<file path="config.mk">
export PLATFORM = sky130hd
export DESIGN_NAME = ram_occupancy_monitor
export DESIGN_NICKNAME = d
export VERILOG_FILES = /design/src/rtl/ram_occupancy_monitor.sv
export SDC_FILE = /design/constraint.sdc
export NUM_CORES = 1
export LEC_CHECK = 0
export ABC_AREA = 1
export CAP_MARGIN = 5
export CORE_MARGIN = 5
export CORE_UTILIZATION = 60
export DETAILED_ROUTE_END_ITERATION = 10
export PLACE_DENSITY = 0.85
export REMOVE_ABC_BUFFERS = 1
export SLEW_MARGIN = 20
export SYNTH_ARGS = -nofsm -noshare
export SYNTH_HDL_FRONTEND = slang
export SYNTH_SLANG_ARGS = --single-unit
export TNS_END_PERCENT = 50
</file>
<file path="constraint.sdc">
create_clock -name clk -period 4.8 [get_ports clk]
set_clock_uncertainty 0.05 [all_clocks]
set_input_delay 0.48 -clock clk [delete_from_list [all_inputs] [get_ports clk]]
set_output_delay 0.48 -clock clk [all_outputs]
set_load 0.02 [all_outputs]
</file>
<file path="src/rtl/ram_occupancy_monitor.sv">
// Per-channel event-RAM occupancy tracker with windowed maxima, hold snapshot and slow-control readout.
// Optional over-threshold cycle counters are built when OCC_OVERFLOW_CNT_EN is defined.
module ram_occupancy_monitor #(
    parameter int                N_CH   = 4,
    parameter int                CNT_W  = 16,
    parameter logic [CNT_W-1:0]  THRESH = 16'd1024
) (
    input  logic                    clk,
    input  logic                    rst_n,
    input  logic                    live,
    input  logic [N_CH*CNT_W-1:0]   n_write,
    input  logic [N_CH*CNT_W-1:0]   n_read,
    input  logic                    rd_req,
    input  logic [3:0]              rd_ch,
    output logic                    rd_valid,
    output logic [CNT_W-1:0]        rd_max,
    output logic [15:0]             rd_ovf,
    output logic                    rd_err,
    output logic [31:0]             live_len,
    output logic                    snap_valid
);

    typedef enum logic [1:0] {
        IDLE = 2'd0,
        RUN  = 2'd1,
        HOLD = 2'd2
    } state_t;

    function automatic logic [31:0] sat_inc32(input logic [31:0] v);
        return (v == 32'hFFFF_FFFF) ? v : v + 32'd1;
    endfunction

    function automatic logic [15:0] sat_inc16(input logic [15:0] v);
        return (v == 16'hFFFF) ? v : v + 16'd1;
    endfunction

    state_t             state_q;
    logic               live_d_q;
    logic [31:0]        len_q;
    logic [31:0]        live_len_q;
    logic               snap_q;

    logic [CNT_W-1:0]   occ_q      [N_CH];
    logic [CNT_W-1:0]   max_q      [N_CH];
    logic [CNT_W-1:0]   hold_max_q [N_CH];

    logic               rd_valid_q;
    logic [CNT_W-1:0]   rd_max_q;
    logic               rd_err_q;

    logic               rise;
    logic               fall;
    logic               start_w;
    logic               stop_w;
    logic               run_w;

    assign rise    = live & ~live_d_q;
    assign fall    = ~live & live_d_q;
    assign run_w   = (state_q == RUN);
    // A rise can only be seen outside RUN, a fall only inside it; qualifying keeps that explicit.
    assign start_w = rise & ~run_w;
    assign stop_w  = fall & run_w;

    always_ff @(posedge clk or negedge rst_n) begin
        if (!rst_n) begin
            state_q    <= IDLE;
            live_d_q   <= 1'b0;
            len_q      <= 32'd0;
            live_len_q <= 32'd0;
            snap_q     <= 1'b0;
        end else begin
            live_d_q <= live;
            case (state_q)
                IDLE: begin
                    if (start_w) begin
                        state_q <= RUN;
                        len_q   <= 32'd1;
                    end
                end
                RUN: begin
                    if (stop_w) begin
                        state_q    <= HOLD;
                        live_len_q <= len_q;
                        snap_q     <= 1'b1;
                    end else begin
                        len_q <= sat_inc32(len_q);
                    end
                end
                HOLD: begin
                    if (start_w) begin
                        state_q <= RUN;
                        len_q   <= 32'd1;
                    end
                end
                default: state_q <= IDLE;
            endcase
        end
    end

    // Stage 1 occupancy, stage 2 running maximum, snapshot on fall.
    always_ff @(posedge clk or negedge rst_n) begin
        if (!rst_n) begin
            for (int k = 0; k < N_CH; k++) begin
                occ_q[k]      <= '0;
                max_q[k]      <= '0;
                hold_max_q[k] <= '0;
            end
        end else begin
            for (int k = 0; k < N_CH; k++) begin
                occ_q[k] <= n_write[k*CNT_W +: CNT_W] - n_read[k*CNT_W +: CNT_W];
                if (start_w) begin
                    max_q[k] <= occ_q[k];
                end else if (run_w && (occ_q[k] > max_q[k])) begin
                    max_q[k] <= occ_q[k];
                end
                if (stop_w) begin
                    hold_max_q[k] <= max_q[k];
                end
            end
        end
    end

`ifdef OCC_OVERFLOW_CNT_EN
    logic [15:0] ovf_q      [N_CH];
    logic [15:0] hold_ovf_q [N_CH];
    logic [15:0] sel_ovf;
    logic [15:0] rd_ovf_q;

    always_ff @(posedge clk or negedge rst_n) begin
        if (!rst_n) begin
            for (int k = 0; k < N_CH; k++) begin
                ovf_q[k]      <= 16'd0;
                hold_ovf_q[k] <= 16'd0;
            end
        end else begin
            for (int k = 0; k < N_CH; k++) begin
                if (start_w) begin
                    ovf_q[k] <= 16'd0;
                end else if (run_w && (occ_q[k] > THRESH)) begin
                    ovf_q[k] <= sat_inc16(ovf_q[k]);
                end
                if (stop_w) begin
                    hold_ovf_q[k] <= ovf_q[k];
                end
            end
        end
    end

    always_comb begin
        sel_ovf = 16'd0;
        for (int k = 0; k < N_CH; k++) begin
            if (rd_ch == 4'(k)) begin
                sel_ovf = hold_ovf_q[k];
            end
        end
    end

    always_ff @(posedge clk or negedge rst_n) begin
        if (!rst_n) begin
            rd_ovf_q <= 16'd0;
        end else if (rd_req) begin
            rd_ovf_q <= sel_ovf;
        end
    end

    assign rd_ovf = rd_ovf_q;
`else
    logic unused_thresh;
    assign unused_thresh = ^THRESH;
    assign rd_ovf        = 16'h0000;
`endif

    logic [CNT_W-1:0] sel_max;
    logic             sel_err;

    // Out-of-range channels fall through the loop untouched, leaving data 0 and err set.
    always_comb begin
        sel_max = '0;
        sel_err = 1'b1;
        for (int k = 0; k < N_CH; k++) begin
            if (rd_ch == 4'(k)) begin
                sel_max = hold_max_q[k];
                sel_err = 1'b0;
            end
        end
    end

    always_ff @(posedge clk or negedge rst_n) begin
        if (!rst_n) begin
            rd_valid_q <= 1'b0;
            rd_max_q   <= '0;
            rd_err_q   <= 1'b0;
        end else begin
            rd_valid_q <= rd_req;
            if (rd_req) begin
                rd_max_q <= sel_max;
                rd_err_q <= sel_err;
            end
        end
    end

    assign rd_valid   = rd_valid_q;
    assign rd_max     = rd_max_q;
    assign rd_err     = rd_err_q;
    assign live_len   = live_len_q;
    assign snap_valid = snap_q;

endmodule

</file>
==> results of run 1 <==
layout by cell type (no fill, tap or decap), drive strengths merged, types with 13 or more instances in the layout:
| cell type | Yosys | final |
|---|---|---|
| nand2 | 570 | 570 |
| inv | 283 | 284 |
| dfrtp | 278 | 278 |
| clkdlybuf4s50 | 0 | 185 |
| o21ai | 154 | 154 |
| nor2 | 149 | 149 |
| nand3 | 139 | 139 |
| ha | 125 | 125 |
| a21oi | 83 | 83 |
| xor2 | 41 | 41 |
| clkbuf | 24 | 30 |
| nor3 | 26 | 26 |
| o22ai | 21 | 21 |
| a31oi | 18 | 18 |
| a21o | 16 | 16 |
| nand4 | 16 | 16 |
| xnor2 | 16 | 16 |
| conb | 1 | 16 |
| clkinv | 3 | 13 |
sequential cells by signal, summed over array words and instances (netlist names):
name,count
live_len,32
rd_err,1
occ_q,64
max_q,64
state_q,2
rd_max,16
hold_max_q,64
live_d_q,1
len_q,32
rd_valid,1
snap_valid,1
worst min-delay path, cell delays in order (launching register included):
cell and delay [ns]:
dfrtp_1 0.35, nand2_1 0.05, nand2_1 0.05
worst paths after layout:
path / depth (start not counted) / to / startpoint
max: 8 / max_q[38] / state_q[0]
max in group asynchronous: 3 / len_q[26] / rst_n
min reg2reg: 2 / max_q[51] / occ_q[51]
min in group asynchronous: 2 / occ_q[17] / rst_n
min: 2 / max_q[51] / occ_q[51]
max reg2reg: 8 / max_q[38] / state_q[0]
cell families after synthesis:
family	synth area share, %
buffers and inverters	8.960
flip-flops	43.55
AO/OA/AOI/OAI	10.44
other	0.02347
adder cells (fa/ha/maj)	10.29
AND/OR/NAND/NOR	23.61
XOR/XNOR	3.125
cell type report:
class / count / area [um2]
well taps: 335 / 419.2
clock buffers: 30 / 728.2
fillers: 1934 / 7014
clock inverters: 22 / 347.8
multi-input cells: 1415 / 7649
flip-flops and latches: 278 / 6957
inverters: 286 / 1076
repair buffers: 194 / 1942
timing repair:
action,in CTS,in global routing
endpoints found under the hold margin,103,0
setup buffers,0,0
hold buffers,1,0
report_power, final:
group / total (mW) / internal (mW) / switching, mW
Clock: 2.49 / 1.54 / 0.947
Combinational: 3.04 / 1.11 / 1.92
Sequential: 3.52 / 3.02 / 0.493
Total: 9.04 / 5.67 / 3.36
layer usage:
layer / wire (um) / vias up / global-route usage, %
li1: - / 6830 / -
met5: 0 / - / 0
met3: 2375 / 109 / 3.079
met1: 15680 / 6595 / 32.03
met4: 1385 / 0 / 8.780
met2: 19510 / 539 / 45.69
==> run_results.csv, run 1 <==
group,metric,value,unit
cells_and_area,final_cell_area,19120,um2
timing,hold_ws,0.4278,ns
timing,worst_slack,1.816,ns
clock_tree,cts_buffers,28,
floorplan,core.rowCount,59,
global_routing,grt_max_degree,123,
clock_tree,clockBufferDepth,3,
routing,drtPass1Iterations,6,
routing,routed_wl,38.95,mm
cells_and_area,final_core_util,73.16,%
run,drv_cap,0,
timing,tightestPinTransition,0.8125,ns
critical_path,worstPathArrival,3.41,ns
logic_synthesis,ys_seq_area_share,43.55,%
routing,drc,0,
clock_tree,htreeDepth,1,
logic_synthesis,synth_seq_cells,278,
global_routing,overflow,0,
routing,wl_per_cell,15.21,um
placement,portBuffers,186,
critical_path,crit_family,"simple AND/OR/NAND/NOR gates",
cells_and_area,fin_cells,2560,
routing,viasPerCell,5.497,
placement,gp_congestion,0.9155,
floorplan,die_x,173.2,um
logic_synthesis,synthArstFlopShare,100.0,%
critical_path,max_stage_delay,0.87,ns
logic_synthesis,synthesis.area,15980,um2
timing,maxSlewHeadroom,45.83,%
pwr,vdd_drop_max,330.0,uV
pwr,power.total,9.038,mW
critical_path,crit_fanout,20,
status,status,"finished clean",
floorplan,start_util,61.13,%
routing,antenna_left,0,
cells_and_area,area_growth,19.67,%
global_routing,grt.total_usage,25.48,%
pwr,power.density,472.8,nW/um2
logic_synthesis,ys_types,43,
pwr,leakage,9.502,nW
logic_synthesis,synth_edf_count,0,
critical_path,crit_chain,"inv_2 -> nor2_4 -> inv_4 -> a31oi_1 -> nand2_1 -> nand2_1 -> nand2_1 -> nand2_1",
critical_path,reg2reg_slack,1.82,ns
timing,timing.fmax,335.1,MHz
global_routing,antenna_found_initial,0,
floorplan,coreArea,26130,um2
timing,maxSlewViolCount,0,
logic_synthesis,synth_cells,2028,
global_routing,grt_pass1_wl,64.94,mm
clock_tree,cts_resized,0,
floorplan,die_area,29990,um2
timing,fin_crit,2.984,ns
logic_synthesis,synth_top_area_share,43.55,%
critical_path,cp_num_buf_inv,2,
logic_synthesis,synthFlopType,"dfrtp_1",
routing,vias,14073,
timing,period_share,62.17,%
timing,rsz0062_at_grt,"no",
clock_tree,cts-root-buf,"clkbuf_16",
clock_tree,clkTransAtPathRegs,0.06,ns
critical_path,critPathCaptureType,"register",
logic_synthesis,avgSynthCellArea,7.877,um2
logic_synthesis,synth_area_leaders,"dfrtp_1 44%, nand2_1 13%, ha_1 9.8%, inv_1 6.6%, nand3_1 4.3%",
critical_path,crit_slowest_cell,"dfrtp_1",
timing,tns,0,ns
logic_synthesis,synth_common_cells,"568 x nand2_1, 280 x inv_1, 278 x dfrtp_1",
cells_and_area,drive_above_1_share,3.820,%
clock_tree,tritoncts,"built",
floorplan,top_level_ports,203,
hold_path,hold_path_class,"register to register",
placement,post_dp_cell_area,18030,um2
clock_tree,cts_sinks,278,
placement,dp_hpwl,29.14,mm
critical_path,worstSetupPathType,"register to register",
logic_synthesis,ys_warn_count,0,
clock_tree,clk_latency,0.55,ns
logic_synthesis,synth_most_common_cell,"nand2_1",
global_routing,grt_pass1_vias,13950,
routing,drt_iter0_drc,1117,
placement,dpl_worst_slack,1.930,ns
cells_and_area,antenna_cells,0,
cells_and_area,nNetsFinal,2468,
logic_synthesis,synth_area_leader_cell,"dfrtp_1",
critical_path,worstPathRequired,5.22,ns
placement,dp_cells,2507,
timing,setup_viol,0,
timing,finalHoldViolations,0,
critical_path,critical_path.startpoint_type,"register",
floorplan,die_h,173.2,um
critical_path,crit_top_cell,"nand2_1",
(Power assumes the default switching activity.)
==> run 2: changes to the inputs <==
--- a/config.mk
+++ b/config.mk
@@ -8,9 +8,9 @@
 export ABC_AREA = 1
 export CAP_MARGIN = 5
 export CORE_MARGIN = 5
-export CORE_UTILIZATION = 60
+export CORE_UTILIZATION = 51
 export DETAILED_ROUTE_END_ITERATION = 10
-export PLACE_DENSITY = 0.85
+export PLACE_DENSITY = 0.77
 export REMOVE_ABC_BUFFERS = 1
 export SLEW_MARGIN = 20
 export SYNTH_ARGS = -nofsm -noshare
==> constraint.sdc (replaced) <==
create_clock -name clk -period 2.5 [get_ports clk]
set_clock_uncertainty 0.05 [all_clocks]
set_input_delay 0.25 -clock clk [delete_from_list [all_inputs] [get_ports clk]]
set_output_delay 0.25 -clock clk [all_outputs]
set_load 0.02 [all_outputs]
==> run_results.csv, run 2 (synthesized netlist as in run 1, its figures left out) <==
group,metric,value,unit
status,status,"finished clean",
critical_path,worstPathRequired,2.86,ns
critical_path,crit_fanout,20,
routing,drc,0,
global_routing,top_usage_layer,"met2",
global_routing,antenna_found_initial,2,
timing,period_share,83.88,%
placement,dp_hpwl,29.68,mm
global_routing,met1_usage,27.51,%
global_routing,grt_pass1_wl,66.02,mm
placement,dpl_worst_slack,0.1060,ns
cells_and_area,layout_common_cells,"568 x nand2_1, 280 x inv_1, 278 x dfrtp_1",
timing,timing.fmax,476.9,MHz
global_routing,grt_max_degree,88,
pwr,vdd_drop_max,551.9,uV
critical_path,setup.worst_path.start,"len_q[0]",
critical_path,crit_slowest_cell,"dfrtp_1",
pwr,power.density,882.9,nW/um2
timing,setup_viol,0,
timing,tightestPinTransition,0.5184,ns
critical_path,max_stage_delay,0.40,ns
clock_tree,cts_buffers,29,
cells_and_area,drive_above_1_share,4.533,%
global_routing,grt_util_met2,39.50,%
cells_and_area,area_growth,20.96,%
placement,portBuffers,186,
routing,routed_wl,38.65,mm
timing,finalHoldViolations,0,
critical_path,r2r_end,"len_q[17]",
routing,vias,13837,
routing,drtPass1Iterations,5,
timing,fin_crit,2.097,ns
timing,tns,0,ns
floorplan,start_util,51.95,%
floorplan,die_x,187.0,um
critical_path,reg2reg_depth,9,
run,drv_cap,0,
clock_tree,cts_sinks,278,
timing,hold_ws,0.2017,ns
critical_path,critPathCaptureType,"register",
pwr,leakage,9.596,nW
critical_path,crit_top_cell,"nand2_2",
placement,dp_cells,2591,
floorplan,top_level_ports,203,
critical_path,r2r-start,"len_q[0]",
global_routing,grt.total_usage,22.04,%
cells_and_area,antenna_cells,0,
critical_path,worstSetupPathType,"register to register",
critical_path,reg2reg_slack,0.40,ns
timing,maxSlewViolCount,0,
global_routing,overflow,0,
critical_path,worstPathArrival,2.45,ns
placement,gp_congestion,0.9479,
global_routing,grtUsageMet3,3.117,%
routing,drt_iter0_drc,941,
floorplan,coreArea,30750,um2
clock_tree,clockBufferDepth,3,
routing,wl_per_cell,14.61,um
clock_tree,clkTransAtPathRegs,0.06,ns
clock_tree,htreeDepth,1,
timing,maxSlewHeadroom,65.35,%
floorplan,die_h,187.0,um
floorplan,die_area,34960,um2
critical_path,critical_path.startpoint_type,"register",
clock_tree,clk_latency,0.55,ns
timing,rsz0062_at_grt,"no",
cells_and_area,largest_registers,"hold_max_q (64), max_q (64), occ_q (64)",
critical_path,worstSetupEndpoint,"len_q[17]",
routing,viasPerCell,5.229,
critical_path,crit_chain,"ha_1 -> nand2_2 -> nor2_4 -> nand3_2 -> nor3_4 -> nand2_1 -> nand2_2 -> buf_4 -> o21ai_0",
global_routing,grt_pass1_vias,14176,
cells_and_area,fin_cells,2646,
cells_and_area,n_fill_cell,2634,
timing,worst_slack,0.4030,ns
clock_tree,cts-root-buf,"clkbuf_16",
cells_and_area,nNetsFinal,2492,
hold_path,hold_path_class,"primary input to asynchronous set/reset pin",
clock_tree,tritoncts,"built",
routing,antenna_left,0,
floorplan,core.rowCount,64,
cells_and_area,final_common_cell,"nand2_1",
-- run 2: worst max-delay path: cells and delay by family, from the launching register on --
family                     cells  cell delay, ns
and+or+nand+nor                6            0.79
AOI/OAI and AO/OA              1            0.14
adders and majority gates      1            0.29
buffers and inverters          1            0.27
DFF                            1            0.40
-- run 2: worst min path at each step --
stage / startpoint / endpoint / slack [ns] / cells after the start
2_1_floorplan: rst_n / hold_max_q[0] / -0.1 / 0
5_1_grt: live / live_d_q / 0.21 / 1
6_report: rst_n / live_len[3] / 0.20 / 2
3_3_place_gp: rst_n / live_len[3] / 0.17 / 1
3_5_place_dp: rst_n / live_len[3] / 0.17 / 1
4_1_cts: rst_n / live_len[3] / 0.19 / 2
-- run 2: per-layer routing --
layer	part of all wire (%)	routed length (um)	vias up
met5	0.088	34	-
met4	3.6	1379	4
met3	5.1	1976	90
met2	49	19100	423
met1	42	16160	6431
li1	-	-	6889
-- run 2: final cells by class --
type / instances / area (um2) / area share (%)
clock buffer: 47 / 893.4 / 4.623
clock inverter: 7 / 88.84 / 0.4597
inverter: 286 / 1076 / 5.569
multi-input combinational: 1415 / 7649 / 39.58
sequential: 278 / 6957 / 36.00
tap: 396 / 495.5 / 2.564
timing repair buffer: 217 / 2165 / 11.20
-- run 2: metrics by stage --
stage          total power [mW]  area (um2)  utilization (%)
5_1_grt                   18.41       19320            62.84
6_report                  17.06       19320            62.84
4_1_cts                   17.19       19320            62.84
3_5_place_dp              12.72       18330            59.62
3_3_place_gp              12.42       18330            59.62
2_1_floorplan             10.43       15680                -
-- run 2: power breakdown --
group,internal (mW),switching (mW)
registers,5.81,0.871
logic,2.34,3.68
clock network,2.63,1.73
total,10.8,6.28
-- run 2: what timing repair did --
item                                   in CTS  in global routing
hold buffers                                1                  0
setup endpoints to repair                   0                  0
endpoints found under the hold margin      51                  0
setup buffers                               0                  0
gates resized for setup                     0                  0
